**config.mk**
```make
export PLATFORM = sky130hd
export DESIGN_NAME = ipsxb_fft_adc_framer
export DESIGN_NICKNAME = d
export VERILOG_FILES = /design/src/rtl/ipsxb_fft_pkg.sv /design/src/rtl/ipsxb_fft_sync_fifo.sv /design/src/rtl/ipsxb_fft_adc_framer.sv
export SDC_FILE = /design/constraint.sdc
export NUM_CORES = 1
export LEC_CHECK = 0
export BUFFER_PORTS_ARGS = -buffer_cell sky130_fd_sc_hd__buf_2
export CORE_ASPECT_RATIO = 1.25
export CORE_MARGIN = 2
export CORE_UTILIZATION = 55
export CTS_BUF_LIST = sky130_fd_sc_hd__clkbuf_8
export CTS_CLUSTER_DIAMETER = 80
export CTS_CLUSTER_SIZE = 25
export DETAILED_ROUTE_END_ITERATION = 8
export GPL_TIMING_DRIVEN = 0
export PLACE_DENSITY = 0.73
export RECOVER_POWER = 25
export SLEW_MARGIN = 10
export SYNTH_ARGS = -nofsm -noshare
export SYNTH_HDL_FRONTEND = slang
export SYNTH_SLANG_ARGS = --single-unit
```
**constraint.sdc**
```tcl
create_clock -name i_aclk -period 8.2 [get_ports i_aclk]
set_input_delay 1.23 -clock i_aclk [delete_from_list [all_inputs] [get_ports i_aclk]]
set_output_delay 1.23 -clock i_aclk [all_outputs]
set_load 0.03 [all_outputs]
```
**src/rtl/ipsxb_fft_pkg.sv**
```systemverilog
// -----------------------------------------------------------------------------
// ipsxb_fft_pkg
// Shared definitions for the FFT datapath blocks:
//   - clog2()          : ceiling log2 for sizing counters and pointers
//   - fft_len()        : frame length N from its LOGS_FFT_LEN encoding
//   - round_up_bytes() : rounds a component width up to whole bytes
//   - state_e          : framer FSM state encoding
// -----------------------------------------------------------------------------
package ipsxb_fft_pkg;

   function automatic int clog2(input int value);
      int result;
      int rem;
      result = 0;
      rem    = value - 1;
      while (rem > 0) begin
         result++;
         rem = rem >> 1;
      end
      return result;
   endfunction

   // The FFT core takes its transform length as log2(N).
   function automatic int fft_len(input int logs_fft_len);
      return 1 << logs_fft_len;
   endfunction

   // AXI4-Stream components are carried in whole bytes.
   function automatic int round_up_bytes(input int width);
      return ((width + 7) / 8) * 8;
   endfunction

   typedef enum logic [1:0] {
      ST_IDLE = 2'd0,
      ST_CFG  = 2'd1,
      ST_DATA = 2'd2
   } state_e;

endpackage

```
**src/rtl/ipsxb_fft_sync_fifo.sv**
```systemverilog
// -----------------------------------------------------------------------------
// ipsxb_fft_sync_fifo
// Single-clock show-ahead FIFO: the head entry is always visible on rd_data
// while empty is low; rd_en pops it. Depth is 2^AW.
//   clk, rst_n : clock, asynchronous active-low reset
//   flush      : synchronous return of both pointers to the reset position
//   wr_en/data : push (caller guarantees !full or a same-cycle pop)
//   rd_en      : pop  (caller guarantees !empty)
//   rd_data    : head entry
//   full/empty : occupancy flags
// -----------------------------------------------------------------------------
module ipsxb_fft_sync_fifo #(
   parameter int WIDTH = 16,
   parameter int AW    = 5
) (
   input  logic             clk,
   input  logic             rst_n,
   input  logic             flush,
   input  logic             wr_en,
   input  logic [WIDTH-1:0] wr_data,
   input  logic             rd_en,
   output logic [WIDTH-1:0] rd_data,
   output logic             full,
   output logic             empty
);
   localparam int DEPTH = 1 << AW;

   logic [WIDTH-1:0] mem_q [DEPTH];
   // One extra pointer bit tells full from empty when the addresses match.
   logic [AW:0]      wr_ptr_q, wr_ptr_d;
   logic [AW:0]      rd_ptr_q, rd_ptr_d;

   always_comb begin
      // NOTE: every always_comb output gets a default first so no path can infer a latch.
      wr_ptr_d = wr_ptr_q;
      rd_ptr_d = rd_ptr_q;
      if (flush) begin
         wr_ptr_d = '0;
         rd_ptr_d = '0;
      end else begin
         if (wr_en) wr_ptr_d = wr_ptr_q + (AW+1)'(1);
         if (rd_en) rd_ptr_d = rd_ptr_q + (AW+1)'(1);
      end
   end

   // NOTE: sequential state uses non-blocking assignments so every flop samples pre-edge values.
   always_ff @(posedge clk or negedge rst_n) begin
      if (!rst_n) begin
         wr_ptr_q <= '0;
         rd_ptr_q <= '0;
      end else begin
         wr_ptr_q <= wr_ptr_d;
         rd_ptr_q <= rd_ptr_d;
      end
   end

   // NOTE: storage is not reset; the pointers alone define which entries are valid.
   always_ff @(posedge clk) begin
      if (wr_en && !flush) mem_q[wr_ptr_q[AW-1:0]] <= wr_data;
   end

   // A write to a full FIFO lands in the slot being popped this same cycle;
   // the head is read combinationally before the edge, so nothing is lost.
   assign rd_data = mem_q[rd_ptr_q[AW-1:0]];
   assign empty   = (wr_ptr_q == rd_ptr_q);
   assign full    = (wr_ptr_q[AW] != rd_ptr_q[AW]) &&
                    (wr_ptr_q[AW-1:0] == rd_ptr_q[AW-1:0]);
endmodule

```
**src/rtl/ipsxb_fft_adc_framer.sv**
```systemverilog
// -----------------------------------------------------------------------------
// ipsxb_fft_adc_framer
// Frames a free-running real ADC stream for the FFT xn input: one forward
// config beat per frame, then 2^LOGS_FFT_LEN data beats ending in tlast.
//   i_aclk, i_aresetn      : clock, asynchronous active-low reset
//   i_run                  : level, keep producing frames
//   i_clr                  : pulse, clears o_ovf and o_frm_cnt
//   i_smp_valid/i_smp_data : ADC samples, no back-pressure
//   o_axi4s_data_*         : xn stream, real sign-extended in low half, imag 0
//   o_axi4s_cfg_*          : forward-FFT config strobe (no ready)
//   o_busy                 : FSM not idle
//   o_ovf                  : sticky sample-drop flag
//   o_frm_cnt              : completed frames, wraps
// -----------------------------------------------------------------------------
module ipsxb_fft_adc_framer
   import ipsxb_fft_pkg::*;
#(
   parameter int LOGS_FFT_LEN = 11,
   parameter int INPUT_WIDTH  = 16,
   parameter int FIFO_AW      = 5,
   parameter int DATAIN_WIDTH = 16
) (
   input  logic                      i_aclk,
   input  logic                      i_aresetn,
   input  logic                      i_run,
   input  logic                      i_clr,
   input  logic                      i_smp_valid,
   input  logic [INPUT_WIDTH-1:0]    i_smp_data,
   output logic                      o_axi4s_data_tvalid,
   output logic [2*DATAIN_WIDTH-1:0] o_axi4s_data_tdata,
   output logic                      o_axi4s_data_tlast,
   input  logic                      i_axi4s_data_tready,
   output logic                      o_axi4s_cfg_tvalid,
   output logic                      o_axi4s_cfg_tdata,
   output logic                      o_busy,
   output logic                      o_ovf,
   output logic [15:0]               o_frm_cnt
);
   localparam int                      FRAME_LEN = fft_len(LOGS_FFT_LEN);
   localparam logic [LOGS_FFT_LEN-1:0] CNT_LAST  = LOGS_FFT_LEN'(FRAME_LEN - 1);

   state_e                    state_q, state_d;
   logic [LOGS_FFT_LEN-1:0]   cnt_q, cnt_d;
   logic                      ovf_q, ovf_d;
   logic [15:0]               frm_cnt_q, frm_cnt_d;

   logic                      fifo_full, fifo_empty, fifo_wr_en;
   logic [INPUT_WIDTH-1:0]    fifo_rd_data;
   logic                      smp_req, smp_drop, data_hs, tlast_hs;
   logic signed [DATAIN_WIDTH-1:0] real_ext;

   // Samples are accepted from CFG onward so nothing is lost between frames.
   assign smp_req    = i_smp_valid && (state_q != ST_IDLE);
   assign data_hs    = o_axi4s_data_tvalid && i_axi4s_data_tready;
   assign tlast_hs   = data_hs && (cnt_q == CNT_LAST);
   assign fifo_wr_en = smp_req && (!fifo_full || data_hs);
   assign smp_drop   = smp_req && fifo_full && !data_hs;
   assign real_ext   = DATAIN_WIDTH'($signed(fifo_rd_data));

   ipsxb_fft_sync_fifo #(
      .WIDTH (INPUT_WIDTH),
      .AW    (FIFO_AW)
   ) u_fifo (
      .clk     (i_aclk),
      .rst_n   (i_aresetn),
      .flush   (state_q == ST_IDLE),
      .wr_en   (fifo_wr_en),
      .wr_data (i_smp_data),
      .rd_en   (data_hs),
      .rd_data (fifo_rd_data),
      .full    (fifo_full),
      .empty   (fifo_empty)
   );

   // State register.
   always_ff @(posedge i_aclk or negedge i_aresetn) begin
      if (!i_aresetn) state_q <= ST_IDLE;
      else            state_q <= state_d;
   end

   // Next state: a frame, once started, always runs to its tlast.
   always_comb begin
      state_d = state_q;
      unique case (state_q)
         ST_IDLE: if (i_run) state_d = ST_CFG;
         ST_CFG:  state_d = ST_DATA;
         ST_DATA: if (tlast_hs) state_d = i_run ? ST_CFG : ST_IDLE;
         default: state_d = ST_IDLE;
      endcase
   end

   // Outputs. tdata is gated by tvalid so the unreset FIFO storage never leaks.
   always_comb begin
      o_busy              = (state_q != ST_IDLE);
      o_axi4s_cfg_tvalid  = (state_q == ST_CFG);
      o_axi4s_cfg_tdata   = (state_q == ST_CFG);
      o_axi4s_data_tvalid = (state_q == ST_DATA) && !fifo_empty;
      o_axi4s_data_tlast  = o_axi4s_data_tvalid && (cnt_q == CNT_LAST);
      o_axi4s_data_tdata  = '0;
      if (o_axi4s_data_tvalid) o_axi4s_data_tdata = {{DATAIN_WIDTH{1'b0}}, real_ext};
   end

   // Beat counter wraps naturally to 0 after the last beat; i_clr wins over
   // same-cycle overflow or frame-complete events.
   always_comb begin
      cnt_d     = data_hs ? cnt_q + LOGS_FFT_LEN'(1) : cnt_q;
      ovf_d     = ovf_q | smp_drop;
      frm_cnt_d = frm_cnt_q + 16'(tlast_hs);
      if (i_clr) begin
         ovf_d     = 1'b0;
         frm_cnt_d = '0;
      end
   end

   always_ff @(posedge i_aclk or negedge i_aresetn) begin
      if (!i_aresetn) begin
         cnt_q     <= '0;
         ovf_q     <= 1'b0;
         frm_cnt_q <= '0;
      end else begin
         cnt_q     <= cnt_d;
         ovf_q     <= ovf_d;
         frm_cnt_q <= frm_cnt_d;
      end
   end

   assign o_ovf     = ovf_q;
   assign o_frm_cnt = frm_cnt_q;
endmodule
```
==> flow_results.org, run 1 <==
** Status
- The flow ran to the end, but the final reports show violations.
- The final reports fail on max-capacitance violations, max-slew violations.

** Worst setup path
- Crit. End Element :: primary output
- Critical path class :: flip-flop to primary output
- At the worst endpoint, the required time is 6.97 ns.
- Largest fanout on the critical path :: 10
- WP data arrival :: 3.55 ns
- Startpoint kind of the worst setup timing path :: flip-flop

** Place
- DP HPWL :: 34.9 mm
- At the end of routability-driven placement, the weighted congestion stood at 0.922.
- Placed Instances :: 1,905
- Number of buffers inserted by port buffering :: 58

** Timing
- Setup repair after global routing left no endpoint under its margin.
- Fin. max-slew vios :: 274
- The final-report hold violation count is 0.
- Final total negative setup slack :: 0 ns
- Across the routed clock network, the largest skew measured is 0.0428 ns.
- Fmax :: 209 MHz
- The routed design could run at a clock period as short as 4.78 ns.
- Measured against its own limit, the worst slew margin works out to -0.468.
- Of the available clock period, the critical path in the final layout requires 0.583.
- Number of endpoints failing setup at the final stage :: 0
- Worst Max-Slew Pin Slew :: 2.20 ns

** Layout
- Measured on the finished design, the core utilization comes to 0.607.
- Counting the fill cells in the layout gives 2,869.
- Leaving out filler cells and counting taps, the final layout contains 1,954.
- After the last flow step, the layout net total stands at 1,417.
- Growth of design area from synthesis to finish :: 8.90%
- Of the cells placed in the final design, the portion with a size suffix greater than 1 is 0.230.

** Logic synthesis
- Leading cell types by count after synthesis :: edfxtp_1 (512), nor2_1 (84), mux2i_1 (69)
- Post-Synth Adder-Cell Area :: 0.00448
- Main combinational cell family by area after synthesis :: multiplexers
- The portion of synthesized area spent on multiplexers is 0.120.
- For this run, the number of Yosys warnings is 0.
- Post-synthesis compound-gate area fraction :: 0.0442
- Mean Syn Cell Area :: 17.8 sq um
- Area contributors post-synth :: edfxtp_1 (69%), mux4_2 (6.2%), dfrtp_1 (4.7%)
- Among all flip-flop cells after synthesis, the most frequent one is edfxtp_1.
- Counting flops and latches in the post-synthesis netlist gives 554.
- Count leader, synth :: edfxtp_1
- Area share of the largest cell type after synthesis :: 0.688
- After synthesis, the netlist uses 59 different library cells.
- The synthesized netlist occupies a cell area of 0.0224 sq mm.
- The cell count after synthesis came out at 1,258.
- Synth Area in XOR/XNOR :: 0.0121
- The share of the Yosys chip area taken by registers is 0.735.
- Of all cell types, the one taking the most synthesized area is edfxtp_1.
- Number of flops mapped to enable cells by yosys :: 512
- Simple logic cell fraction of the synthesized area :: 0.0576
- Share of synthesized flip-flops with an asynchronous set or reset :: 0.0758

** Route
- Antenna Nets Post-Route :: 0
- Using the TritonRoute via totals, the vias-per-cell ratio works out to 6.11.
- The final route contains 11,936 vias.
- Number of remaining DRC errors :: 0
- The final layout contains routed wiring with a total length of 52.4 mm.
- Initial drt markers :: 1,091
- Total iterations of the first detailed-routing run :: 7
- Wirelength per Cell :: 26.8 um

** Clock network
- The tree is rooted in a clkbuf_8.
- Number of buffers created by CTS :: 26
- The clock passes through at most 3 buffers.
- TritonCTS built the clock tree.
- Post-CTS setup buffers :: 0
- In this run the number of H-tree levels came out at 1.
- Counting every sink on the clock net gives 554.
- Insertion delay to the later sink of the worst-skew pair :: 0.66 ns
- After clock tree synthesis, the flow added hold-fix buffers numbering 0.
- Number of gates given a new drive strength after cts :: 0
- Clock-pin slew was measured on the worst setup and hold paths at 0.14 ns.

** Pwr
- Summed over all cells, the static leakage comes to 7.85 nW.
- IR analysis of the VDD net gives a maximum drop of 115 uV.
- Power Density :: 221 mW/mm^2

** GRT
- The via count of the first global-routing pass was 12,147.
- Global-route wire length before repair :: 77.0 mm
- Initial antenna violation count :: 1
- After global routing the overflow that remains totals 0.
- Total global-route track usage :: 0.253
- Pin count of the biggest net entering global routing :: 43

** Die
- Overall die width :: 184 um
- The floorplan step defined a die boundary enclosing 0.0423 sq mm.
- 76 I/O pins were placed.
- The floorplan step defined a core boundary enclosing 0.0401 sq mm.
- After floorplanning, the core was divided into 82 placement rows.
- Die outline height :: 229 um
- Starting Density :: 0.557

** Worst hold path
- Hold Crit Class :: flip-flop to flip-flop

** Run
- Across the run, the number of max-cap violations was 8.
==> state kept, by name (all words and copies together) (netlist names) <==
name             flops
u_fifo.mem_q       512
o_frm_cnt           16
u_fifo.rd_ptr_q      6
state_q              2
u_fifo.wr_ptr_q      6
o_ovf                1
cnt_q               11
==> cell usage in the layout (no fill, tap or decap), types with 3 or more instances in the layout <==
cell type / instances
xnor2_1: 13
mux2i_1: 69
clkbuf_8: 28
buf_6: 13
buf_8: 27
nand3_1: 12
mux2_2: 48
xor2_1: 16
nand2_1: 48
nand2b_1: 3
o221ai_1: 14
o21ai_0: 5
ha_1: 8
o22ai_1: 34
mux4_2: 62
a21oi_1: 3
nand4_1: 14
nor3_2: 3
and3_1: 6
or3_1: 4
and2_1: 3
buf_2: 63
conb_1: 16
edfxtp_1: 512
nor2_1: 52
buf_4: 32
dfrtp_1: 42
a311oi_1: 14
nor3_1: 29
clkbuf_1: 37
nand3b_1: 5
nor2_2: 33
a211oi_1: 46
inv_1: 25
nor2b_1: 34
==> metrics by stage <==
stage | power (W) | hold WS [ns] | area, sq um | setup slack (ns)
after floorplan | 0.00392 | 0.438 | 22400 | 4.84
after global placement | 0.00427 | 0.451 | 23400 | 3.78
after detailed placement | 0.00431 | 0.457 | 23900 | 4.20
after CTS | 0.00540 | 0.479 | 24400 | 3.46
after global routing | 0.00555 | 0.489 | 24300 | 3.30
final | 0.00538 | 0.481 | 24300 | 3.42
==> path summary, 6_finish.rpt <==
path	start	to	slack (ns)	cells after the start
setup / recovery	u_fifo.rd_ptr_q[1]	o_axi4s_data_tdata[11]	3.42	9
hold / removal	cnt_q[5]	cnt_q[5]	0.48	1
setup reg to reg	u_fifo.rd_ptr_q[1]	u_fifo.mem_q[20][7]	4.87	6
hold reg to reg	cnt_q[5]	cnt_q[5]	0.48	1
max in group asynchronous	i_aresetn	o_frm_cnt[6]	5.76	1
min in group asynchronous	i_aresetn	o_frm_cnt[10]	1.20	1
==> per-layer routing <==
| metal | part of all wire | global-route usage | vias to the layer above |
|---|---|---|---|
| li1 | - | - | 5184 |
| met1 | 0.37 | 0.319 | 6127 |
| met2 | 0.51 | 0.434 | 511 |
| met3 | 0.067 | 0.0312 | 114 |
| met4 | 0.052 | 0.123 | 0 |
| met5 | 0 | 0 | - |
==> critical path, cell delays in order, from the launching register on <==
cell      delay, ns
dfrtp_1        0.41
buf_4          0.21
buf_4          0.22
nand2_1        0.23
clkbuf_1       0.45
o22ai_1        0.18
nor3_1         0.44
a211oi_1       0.15
nor3_1         0.33
buf_2          0.27
==> cells by family (layout without fill, tap and decap cells) <==
logic type / after synthesis / count (layout)
flip-flops: 554 / 554
AND/OR/NAND/NOR: 260 / 260
multiplexers: 181 / 181
AO/OA/AOI/OAI: 130 / 130
buffers and inverters: 94 / 228
XOR/XNOR: 30 / 30
adder cells (fa/ha/maj): 8 / 8
other: 1 / 17
==> cell type report <==
cell class | count | area (sq um) | area share
flip-flops and latches | 554 | 16400 | 0.675
multi-input cells | 625 | 5470 | 0.225
repair buffers | 86 | 691 | 0.0284
well taps | 546 | 683 | 0.0281
plain buffers | 88 | 579 | 0.0238
clock buffers | 28 | 385 | 0.0158
clock inverters | 20 | 91.3 | 0.00375
inverters | 6 | 22.5 | 0.000925
diodes | 1 | 2.50 | 0.000103
==> report_power, final <==
group          switching [W]  internal (W)
sequential         0.0000304       0.00315
combinational       0.000679      0.000388
clock               0.000801      0.000327
total                0.00151       0.00387
(Power assumes the default switching activity.)
==> run 2: changes to the inputs <==
--- a/config.mk
+++ b/config.mk
@@ -5,6 +5,7 @@
 export SDC_FILE = /design/constraint.sdc
 export NUM_CORES = 1
 export LEC_CHECK = 0
+export ABC_AREA = 1
 export BUFFER_PORTS_ARGS = -buffer_cell sky130_fd_sc_hd__buf_2
 export CORE_ASPECT_RATIO = 1.25
 export CORE_MARGIN = 2
@@ -14,7 +15,7 @@
 export CTS_CLUSTER_SIZE = 25
 export DETAILED_ROUTE_END_ITERATION = 8
 export GPL_TIMING_DRIVEN = 0
-export PLACE_DENSITY = 0.73
+export PLACE_DENSITY = 0.76
 export RECOVER_POWER = 25
 export SLEW_MARGIN = 10
 export SYNTH_ARGS = -nofsm -noshare
==> constraint.sdc (replaced) <==
create_clock -name i_aclk -period 4.39 [get_ports i_aclk]
set_input_delay 0.6585 -clock i_aclk [delete_from_list [all_inputs] [get_ports i_aclk]]
set_output_delay 0.6585 -clock i_aclk [all_outputs]
set_load 0.03 [all_outputs]
==> run 2 against run 1 <==
- the run still ends with max-capacitance violations, max-slew violations left
- critical endpoint is now o_axi4s_data_tdata[0]
- total power rose to 2.8 times the previous value
- sequential power up 95%
- core utilization up 0.24 points
- first-iteration DRC count up 120%
- register-to-register slack worse by 3.7 ns
- sequential share of layout area down 2.1 points
- largest cell class unchanged
- global-route usage up 3.6 points
- final area up 3.2%
- via count up 35%
==> flow_results.org, run 2 <==
** Layout
- The number of filler instances in the final layout is 3,163 (+10%).
- Count of inserted antenna diode cells :: 0 (-1)
- Most common cell after layout, fill and taps aside :: edfxtp_1
- The area growth from synthesis to layout is 9.16%.
- Largest register FFs :: 512 (unchanged)
- Number of nets in the layout :: 2,147 (+52%)
- Most frequent cells in the layout :: edfxtp_1 (512), nor2_1 (375), nand2_1 (267)
- Layout cells sized above 1 :: 0.119 (-0.111)

** Logic synthesis
- Seq/Total Area, Yosys :: 0.714 (-0.0209)
- By count the netlist is led by edfxtp_1 (512), nor2_1 (383), nand2_1 (267).
- Count leader, synth :: edfxtp_1
- Area share of the largest cell type after synthesis :: 0.668 (-0.0196)
- The number of warnings issued by yosys is 0 (unchanged).
- Netlist area before placement :: 0.0230 sq mm (+2.9%)
- Synthesized instance count :: 1,972 (+57%)
- Area contributors post-synth :: edfxtp_1 (67%), nor2_1 (6.2%), o21ai_0 (5.2%)
- Count of different cell masters after synthesis :: 38 (-36%)
- The most used flip-flop cell after synthesis is edfxtp_1.
- The post-synthesis register bit count came to 554 (unchanged).
- The mean area per synthesized cell came to 11.7 sq um (-34%).
- The proportion of synthesized flip-flops having asynchronous set or reset is 0.0758 (unchanged).
- Summed over all instances, the cell type with the most area after synthesis is edfxtp_1.
- Number of flops mapped to enable cells by yosys :: 512 (unchanged)

** GRT
- Via count of the first global-routing pass :: 15,390 (+27%)
- Global-route wire length before repair :: 92.8 mm (+20%)
- GRT overflow :: 0 (unchanged)
- Initial antenna violation count :: 0 (-1)
- The pin count of the biggest net entering global routing came to 43 (unchanged).
- Total global-route track usage :: 0.289 (+0.0360)

** Route
- The mean number of vias per cell came to 6.01 (-1.5%).
- Antenna Nets Post-Route :: 0 (unchanged)
- Wirelength per Cell :: 23.7 um (-12%)
- The number of vias in the routed layout was 16,132 (+35%).
- The count of routing violations after the opening detailed-route iteration came to 2,424 (+120%).
- The number of search-and-repair iterations in the first detailed-routing pass is 6 (-1).
- Total wire length :: 63.4 mm (+21%)
- Number of remaining DRC errors :: 0 (unchanged)

** Timing
- Setup repair after global routing left no endpoint under its margin.
- Crit share post-route :: 0.928
- The worst path setup slack after routing came to 0.314 ns (-3.10 ns).
- The clock period could shrink to 4.08 ns.
- The final setup violation count was 0 (unchanged).
- Number of hold violations in the final report :: 0 (unchanged)
- Final total negative setup slack :: 0 ns (unchanged)
- The actual transition at the worst max-transition pin was 2.25 ns (+0.0437 ns).
- Fin. max-slew vios :: 373 (+36%)
- The headroom to the max-slew limit came to -0.497 (-0.0291).
- Fmax :: 245 MHz
- Setup skew after layout :: 0.0239 ns (-0.0189 ns)

** Clock network
- The number of H-tree levels came to 1 (unchanged).
- The clock edge transition at the registers on the reported setup and hold paths is 0.13 ns (about the same).
- Number of buffers created by CTS :: 27 (+3.8%)
- Post-CTS setup buffers :: 0 (unchanged)
- The clock insertion delay at the later pin of the skew report came to 0.66 ns (about the same).
- Clock tree synthesis selected as its root buffer the cell clkbuf_8.
- TritonCTS clock tree :: yes
- The quantity of gates resized following cts was 0 (unchanged).
- Worst-case clock buffer depth :: 3 (unchanged)
- Sink count of the clock tree :: 554 (unchanged)
- The number of buffers inserted by hold repair at cts came to 0 (unchanged).

** Worst setup path
- Critical path class :: flip-flop to primary output
- Startpoint kind of the worst setup timing path :: flip-flop
- The arrival time of the worst setup path is 3.42 ns (-0.13 ns).
- The critical-path maximum fanout is 10 (unchanged).
- Endpoint required time on the critical path :: 3.73 ns (-3.24 ns)
- Crit. End Element :: primary output

** Run
- The max-cap check violation count came to 11 (+3).

** Die
- The floorplan die width came to 187 um (+1.4%).
- The cell row count is 83 (+1.2%).
- The core outline area was 0.0412 sq mm (+2.8%).
- Die outline height :: 233 um (+1.4%)
- Die area :: 0.0435 sq mm (+2.9%)
- Starting Density :: 0.558 (+0.000836)
- The I/O pin count came to 76 (unchanged).

** Place
- Minimum setup slack after placement :: 1.14 ns (-3.06 ns)
- DP HPWL :: 43.8 mm (+26%)
- The final weighted congestion in routability-driven placement is 1.03 (+12%).
- Number of buffers inserted by port buffering :: 59 (+1.7%)

** Status
- Status :: finished, violations left
- Failing checks :: max-capacitance violations, max-slew violations

** Pwr
- Largest voltage drop on the vdd net :: 819 uV (+610%)
- The power density relative to cell area is 595 mW/mm^2 (+170%).
- The leakage power figure came to 8.89 nW (+13%).

** Worst hold path
- The min-delay analysis places its worst path in the category primary input to flip-flop.
[run 2: cell count changes after synthesis, moves of 34 or more]
cell and delta:
mux2i_1 -69, o21ai_0 +233, nand2_1 +219, mux4_2 -62, mux2_2 -48, nor2b_1 -34
nand3_1 +112, a211oi_1 -46, inv_1 +46, nor2_1 +299
[run 2: power by group]
part / switching (W) / leakage (nW) / internal (W)
combinational: 0.00488 / 3.44 / 0.00171
clock: 0.00152 / 0.286 / 0.000660
sequential: 0.000104 / 5.16 / 0.00608
[run 2: stage by stage]
stage	hold WS (ns)	area (sq um)	util	instances	power (W)
final	0.214	25100	0.609	2682	0.0150
after global routing	0.216	25100	0.609	2682	0.0156
after CTS	0.139	25100	0.610	2682	0.0148
after detailed placement	0.458	24600	0.598	2640	0.0127
after global placement	0.463	24100	0.583	2598	0.0125
after floorplan	0.363	23100	-	1987	0.0102
[run 2: cells by family (layout without fill, tap and decap cells)]
group / Yosys count / count (layout) / synth area share
adder cells (fa/ha/maj): 8 / 8 / 0.00435
AO/OA/AOI/OAI: 368 / 368 / 0.0861
buffers and inverters: 193 / 336 / 0.0412
XOR/XNOR: 13 / 13 / 0.00495
other: 1 / 16 / 0.000163
AND/OR/NAND/NOR: 835 / 835 / 0.150
flip-flops: 554 / 554 / 0.714
[run 2: critical path, stage by stage, from the launching register on]
cell	delay [ns]
dfrtp_1	0.40
buf_6	0.21
buf_6	0.22
buf_2	0.31
buf_2	0.34
nor2_1	0.09
o22ai_1	0.30
nor2_1	0.13
nor2_1	0.14
nor2_1	0.05
nor2_1	0.29
buf_2	0.27
[run 2: final timing paths]
| path | cells past startpoint | from | slack [ns] | endpoint |
|---|---|---|---|---|
| worst max register to register | 19 | u_fifo.rd_ptr_q[0] | 1.19 | o_frm_cnt[14] |
| max in group asynchronous | 1 | i_aresetn | 2.47 | o_frm_cnt[4] |
| worst max-delay path | 11 | u_fifo.rd_ptr_q[0] | 0.31 | o_axi4s_data_tdata[0] |
| worst min-delay path | 3 | i_run | 0.21 | state_q[0] |
| min in group asynchronous | 1 | i_aresetn | 0.65 | cnt_q[8] |
| worst min register to register | 1 | cnt_q[6] | 0.49 | cnt_q[6] |
[run 2: cell type report]
type / count / area [sq um] / share of cell area
buffer: 129 / 704 / 0.0280
clock buffer: 27 / 372 / 0.0148
clock inverter: 15 / 116 / 0.00463
inverter: 64 / 243 / 0.00966
multi-input combinational: 1240 / 5840 / 0.232
sequential: 554 / 16400 / 0.654
tap: 552 / 691 / 0.0275
timing repair buffer: 101 / 732 / 0.0291
[run 2: metal layers]
metal  GRT usage  vias to the layer above  wire length, um
li1            -                     7157                -
met1       0.363                     7768            22700
met2       0.491                     1023            30800
met3      0.0460                      184             6800
met4       0.142                        0             3150
met5           0                        -                0
